[config.mk]
export PLATFORM = sky130hd
export DESIGN_NAME = orientation_binner
export DESIGN_NICKNAME = d
export VERILOG_FILES = /design/src/rtl/orientation_binner.sv
export SDC_FILE = /design/constraint.sdc
export NUM_CORES = 1
export LEC_CHECK = 0
export BUFFER_PORTS_ARGS = -buffer_cell sky130_fd_sc_hd__clkbuf_2
export CAP_MARGIN = 20
export CORE_UTILIZATION = 40
export DETAILED_ROUTE_END_ITERATION = 8
export GPL_TIMING_DRIVEN = 0
export HOLD_SLACK_MARGIN = 0.15
export PLACE_DENSITY = 0.56
export SYNTH_ARGS = -nofsm -noshare
export SYNTH_HDL_FRONTEND = slang
export SYNTH_SLANG_ARGS = --single-unit
[constraint.sdc]
create_clock -name clk -period 12.9 [get_ports clk]
set_input_delay 1.935 -clock clk [delete_from_list [all_inputs] [get_ports clk]]
set_output_delay 1.935 -clock clk [all_outputs]
set_load 0.1 [all_outputs]
[src/rtl/orientation_binner.sv]
// Quantizes the (m10, m01) moment vector into one of 32 orientation bins of 11.25 degrees.
// Three-stage pipeline: quadrant fold, tangent-threshold compare, thermometer encode.
module orientation_binner #(
    parameter int unsigned W_IN = 10,
    parameter int unsigned Q    = 8,
    parameter int unsigned T1   = 51,
    parameter int unsigned T2   = 106,
    parameter int unsigned T3   = 171,
    parameter int unsigned T4   = 256,
    parameter int unsigned T5   = 383,
    parameter int unsigned T6   = 618,
    parameter int unsigned T7   = 1287
) (
    input  logic                   clk,
    input  logic                   rst,
    input  logic                   ena,
    input  logic                   valid_in,
    input  logic signed [W_IN-1:0] m10_in,
    input  logic signed [W_IN-1:0] m01_in,
    output logic [4:0]             angle_bin,
    output logic                   valid_out
);

    // tan(78.75deg) < 8, so thresholds fit in Q+3 bits and products in W_IN+Q+3 bits
    localparam int unsigned TW = Q + 3;
    localparam int unsigned CW = W_IN + Q + 3;
    localparam logic [7*TW-1:0] T_PACK = {TW'(T7), TW'(T6), TW'(T5), TW'(T4),
                                          TW'(T3), TW'(T2), TW'(T1)};

    function automatic logic [CW-1:0] mul_const(input logic [W_IN-1:0] d,
                                                 input logic [TW-1:0]   t);
        logic [CW-1:0] acc;
        acc = '0;
        for (int unsigned i = 0; i < TW; i++) begin
            if (t[i]) acc = acc + (CW'(d) << i);
        end
        return acc;
    endfunction

    logic [W_IN-1:0] abs10, abs01;
    logic            x_pos, x_neg, y_pos, y_neg;

    logic [4:0]      s1_base_d, s1_base;
    logic [W_IN-1:0] s1_num_d, s1_num, s1_den_d, s1_den;
    logic [6:0]      s2_cmp_d, s2_cmp;
    logic [4:0]      s2_base;
    logic [2:0]      s3_k;
    logic [2:0]      valid_sr;

    assign abs10 = m10_in[W_IN-1] ? W_IN'(-m10_in) : W_IN'(m10_in);
    assign abs01 = m01_in[W_IN-1] ? W_IN'(-m01_in) : W_IN'(m01_in);
    assign x_neg = m10_in[W_IN-1];
    assign y_neg = m01_in[W_IN-1];
    assign x_pos = !x_neg && (|m10_in);
    assign y_pos = !y_neg && (|m01_in);

    // The origin matches no quadrant and keeps the defaults, yielding bin 0
    always_comb begin
        s1_base_d = '0;
        s1_num_d  = '0;
        s1_den_d  = W_IN'(1);
        if (x_pos && !y_neg) begin
            s1_base_d = 5'd0;
            s1_num_d  = abs01;
            s1_den_d  = abs10;
        end else if (!x_pos && y_pos) begin
            s1_base_d = 5'd8;
            s1_num_d  = abs10;
            s1_den_d  = abs01;
        end else if (x_neg && !y_pos) begin
            s1_base_d = 5'd16;
            s1_num_d  = abs01;
            s1_den_d  = abs10;
        end else if (!x_neg && y_neg) begin
            s1_base_d = 5'd24;
            s1_num_d  = abs10;
            s1_den_d  = abs01;
        end
    end

    always_comb begin
        s2_cmp_d = '0;
        for (int unsigned j = 0; j < 7; j++) begin
            s2_cmp_d[j] = (CW'(s1_num) << Q) >= mul_const(s1_den, T_PACK[j*TW +: TW]);
        end
    end

    always_comb begin
        s3_k = '0;
        for (int unsigned j = 0; j < 7; j++) begin
            s3_k = s3_k + 3'(s2_cmp[j]);
        end
    end

    always_ff @(posedge clk or posedge rst) begin
        if (rst) begin
            s1_base   <= '0;
            s1_num    <= '0;
            s1_den    <= '0;
            s2_cmp    <= '0;
            s2_base   <= '0;
            angle_bin <= '0;
            valid_sr  <= '0;
        end else if (ena) begin
            s1_base   <= s1_base_d;
            s1_num    <= s1_num_d;
            s1_den    <= s1_den_d;
            s2_cmp    <= s2_cmp_d;
            s2_base   <= s1_base;
            angle_bin <= s2_base + 5'(s3_k);
            valid_sr  <= {valid_sr[1:0], valid_in};
        end
    end

    assign valid_out = valid_sr[2];

endmodule

* After elaboration in Yosys (flattened, before gate mapping)
Cells that the tools add are included.
** Word-level totals
- Register bits :: 45
- Logic and storage cells :: 67
- Bits of input ports :: 24
- Output and inout port bits :: 6
** Cells by class
- $lt $le $gt $ge :: 7
- Multiplexer cells :: 14
- $add $sub $neg :: 27
- Reduce and logical (&&, ||, !) cells :: 12
** Operators with widths (number)
- greater-or-equal comparator 18 x 21 -> 1 bit :: 5
- two-way mux 10 bit :: 10
- adder 21 x 15 -> 21 bit :: 3
- adder 21 x 13 -> 21 bit :: 2
- adder 21 x 14 -> 21 bit :: 2
- adder 19 x 20 -> 21 bit :: 1
- adder 21 x 16 -> 21 bit :: 1
- adder 21 x 17 -> 21 bit :: 1
- adder 21 x 18 -> 21 bit :: 1
- adder 17 x 19 -> 20 bit :: 1
- greater-or-equal comparator 18 x 20 -> 1 bit :: 1
- two-way mux 5 bit :: 4
- negator 10 bit :: 2
- OR reduction 10 bit :: 2
- adder 13 x 18 -> 19 bit :: 1
- greater-or-equal comparator 18 bit :: 1
- adder 16 x 16 -> 17 bit :: 1
- adder 14 x 15 -> 16 bit :: 1
- adder 11 x 13 -> 14 bit :: 1
- adder 12 x 12 -> 13 bit :: 1
- adder 10 x 11 -> 12 bit :: 1
- adder 3 x 1 -> 3 bit :: 4
- logical AND 1 bit :: 6
- adder 5 x 3 -> 5 bit :: 1
- other kinds (3) :: 6

* Depth between registers and ports, before layout
- Depth in word-level cells :: 8
- Depth in mapped cells :: 32
- Depth with buffers taken out :: 32

* Worst setup path after synthesis
No wires, ideal clock.
- Path kind :: reg-to-reg
- From :: register s1_den[1]
- To :: register s2_cmp[4]
- Setup slack :: 5.473 ns
- Setup time :: 0.121 ns
- Path buffers :: 0
- Cell stages (with the launch flop) :: 32
- Data required time :: 12.779 ns
- Arrival :: 7.306 ns
- Period minus slack after synthesis :: 7.427 ns
- Cells stage by stage :: dfrtp_1 inv_1 fa_1 nor2b_1 o21ai_0 a21oi_1 o21ai_0 nand2b_1 xor2_1 ha_1 o21a_1 a21o_1 a21oi_1 nor4bb_1 nor3_1 fa_1 fa_1 inv_1 fa_1 ha_1 nand3_1 o2111ai_1 a21oi_1 nor2b_1 o21a_1 o31ai_1 ha_1 nand4_1 nor2_1 a2111oi_0 a21oi_1 a22o_1
** On the way
- Word-level cells in the longest chain between the ends :: 8
** Ends and longest elaborated chain
- start: declaration :: line 44 : logic [W_IN-1:0] s1_num_d, s1_num, s1_den_d, s1_den;
- start signal: assignment :: line 107 : s1_den <= s1_den_d;
- adder 10 x 11 -> 12 bit :: line 35 : if (t[i]) acc = acc + (CW'(d) << i);
- adder 12 x 12 -> 13 bit :: line 35
- adder 21 x 13 -> 21 bit :: line 35
- adder 21 x 14 -> 21 bit :: line 35
- adder 21 x 15 -> 21 bit :: line 35
- adder 21 x 16 -> 21 bit :: line 35
- adder 21 x 18 -> 21 bit * :: line 35
- greater-or-equal comparator 18 x 21 -> 1 bit * :: line 84 : s2_cmp_d[j] = (CW'(s1_num) << Q) >= mul_const(s1_den, T_PACK[j*TW +: TW]);
- end signal: assignment :: line 108 : s2_cmp <= s2_cmp_d;
- end: declaration :: line 45 : logic [6:0] s2_cmp_d, s2_cmp;
Mark *: on every way between the ends. The rest lies on a longest branch, timed or not.
A chain may end at the register's enable or synchronous reset.

* Worst setup path in the final report
- From :: register s1_den[2]
- To :: register s2_cmp[4]
Same word-level chain as after synthesis.

==> impl_results.md <==
* Hold Path Depth at 1
* Hold Startpoint: s2_base[4]
* R2R cell count at 31
* Root Driver: clkbuf_16
* Initial antenna violation count at 0
* Slowest CP cell: dfrtp_1
* DRT iter0 DRCs at 409
* Via density per instance at 5.501
* Clk_lat worst skew at ~0.29 ns
* Final nets at 1380
* Seq/Total Area, Yosys at roughly a tenth
* Reg2reg start: s1_den[2]
* Top Ports at 30
* Vias in the first global route at 7484
* Mean area per synthesized cell at between 8 and 9 um2
* Post-layout util at 44.15%
* Status: complete, no violations
* Antenna Cells at 0
* Largest net degree at the start of global routing at 40
* Ys flop type: dfrtp_1
* Top-count cell post-synth: ha_1
* Die Span X at 153.8 um
* Residual DRC at 0
* Async set or reset register ratio after synthesis at 100.0%
* Synth area leaders: ha_1 (25%), fa_1 (17%), dfrtp_1 (11%)
* Initial core utilization at 40.72%
* CP Class: flip-flop to flip-flop
* Post-synthesis cell area at 0.009220 mm2
* Synth-to-Final Area Change at 8.414%
* Crit path time final at 8.979 ns
* Final count of hold timing violations at 0
* Reg-to-reg critical path endpoint: s2_cmp[4]
* Layout Skew at 0.006278 ns
* Max-cap violation count at 0
* Congestion Overflow GR at 0
* Final setup TNS at 0 ns
* Maximum clock frequency at 111.4 MHz
* Post-synth EDFFs at 0
* DIE AREA at 0.02366 mm2
* RSZ-0062 raised after global routing: false
* Clock Path Buffers at 2
* # H-tree levels at 2
* Yosys top cell area share at approximately 25%
* Die height at 153.8 um
* Synth Warn # at 0
* Post-synth top area cell: ha_1
* # rows at 55
* Seq cells post-synth at 39
* Critical path endpoint category: flip-flop
* Pre-Repair DR Iteration Count at 5
* Hold WC Path Type: flip-flop to flip-flop
* Internal reg-to-reg setup slack at between 3 and 4 ns
* Crit-path max cell delay at 1.06 ns
* DP Wirelength at about 20000 um
* Crit-path max FO at 14
* Wire per inst at 17.77 um
* Gr usage total at 21.76%
* Number of buffers created by CTS at 5
* Number of port buffers at 28
* Post-synthesis cell count at 1053
* Data arrival, critical path at 9.15 ns
* Wire length of the first global-routing pass at just over 40000 um
* Worst setup SP type: flip-flop
* Post-synth top cells: ha_1 (184), inv_1 (141), fa_1 (80)
* Clock-pin slew on the worst setup and hold paths at 0.06 ns
* WL final at 24490 um
* CTS Hold Bufs at 0
* Postcts setup bufs at 0
* Via count at 7580
* Syn nets at 1341
* Distinct cell type count after synthesis at 70
* Least-Margin Pin Slew at 1.096 ns
* Worst slew margin at ~27%
* Final Max Tran Viols at 0
* Core area at 0.02264 mm2
* Gp weighted congestion at 0.8955
* Hold path endpoint: s2_base[4]
* Final setup vio count at 0
* Period utilization at 69.60%
* Post-route ant nets at 0
* Gates resized, CTS repair at 0
* Share of cells above drive strength 1 at 5.855%
* Number of clock sinks at 39
* CTS tree: yes
* CP required at 13.08 ns
## layer usage
metal | GRT usage [%] | share of wire, %
met5 | 0 | 0
met4 | 4.667 | 1.8
met3 | 0.9019 | 2.9
met2 | 37.10 | 46
met1 | 30.56 | 49
## flip-flops by register name (all words and copies together), names as in the netlist
name,flops
s1_base,2
s1_den,10
s2_base,2
s1_num,10
s2_cmp,7
angle_bin,5
valid_sr,3
## placed cells by master, fill, tap and decap left out, drive strengths merged, types with 8 or more instances in the layout
master / synthesis / layout
xnor2: 45 / 45
mux2: 8 / 8
or3: 8 / 8
o211ai: 10 / 10
ha: 184 / 184
o21ai: 61 / 61
nand3: 11 / 11
a21o: 26 / 26
o21a: 14 / 14
nor4: 8 / 8
xor2: 33 / 33
nor3: 19 / 19
clkbuf: 11 / 44
nand2b: 15 / 15
o31ai: 11 / 11
nand2: 60 / 60
dfrtp: 39 / 39
inv: 141 / 141
a21oi: 69 / 69
nor2: 65 / 65
nor2b: 16 / 16
a31oi: 11 / 11
a211oi: 10 / 10
fa: 80 / 80
## stage by stage
step	hold slack, ns	cells	worst slack, ns	cell area [um2]
after floorplan	0.4750	1053	5.473	9220
after global placement	0.4827	1366	3.724	9717
after detailed placement	0.4897	1368	3.705	9772
after CTS	0.5060	1376	3.674	9941
after global routing	0.5212	1378	3.166	9996
final	0.5008	1378	3.921	9996
## how the worst max path moves through the flow
stage                         start         to  cells after the start
after floorplan           s1_den[1]  s2_cmp[4]                     31
after detailed placement  s1_den[1]  s2_cmp[4]                     31
after global routing      s1_den[2]  s2_cmp[4]                     31
after CTS                 s1_den[1]  s2_cmp[4]                     31
final                     s1_den[2]  s2_cmp[4]                     31
after global placement    s1_den[1]  s2_cmp[4]                     30
## cell families (layout without fill, tap and decap cells)
logic type / count (synthesis) / in the layout / synth area share, %
AO/OA/AOI/OAI: 268 / 268 / 19.07
XOR/XNOR: 78 / 78 / 7.409
adder cells (fa/ha/maj): 264 / 264 / 42.34
buffers and inverters: 152 / 192 / 6.188
flip-flops: 39 / 39 / 10.58
multiplexers: 9 / 9 / 1.086
AND/OR/NAND/NOR: 243 / 243 / 13.33
## worst max-delay path: cells and delay by family, from the launching register on
family / cells / cell delay [ns]
buffers and inverters: 2 / 0.70
adder cells (fa/ha/maj): 7 / 3.05
XOR/XNOR: 1 / 0.29
flip-flops: 1 / 1.06
AND/OR/NAND/NOR: 8 / 1.13
AO/OA/AOI/OAI: 13 / 2.62
## final cells by class
cell class | count | area, um2
fillers | 2248 | 12640
multi-input cells | 862 | 7674
flip-flops and latches | 39 | 975.9
inverters | 141 | 529.3
well taps | 285 | 356.6
repair buffers | 32 | 250.2
clock buffers | 5 | 125.1
clock inverters | 3 | 43.79
plain buffers | 11 | 41.29
Power is left out: the tool's default activity adds up to more than one toggle a clock period on the data nets, which glitch-free logic cannot reach.
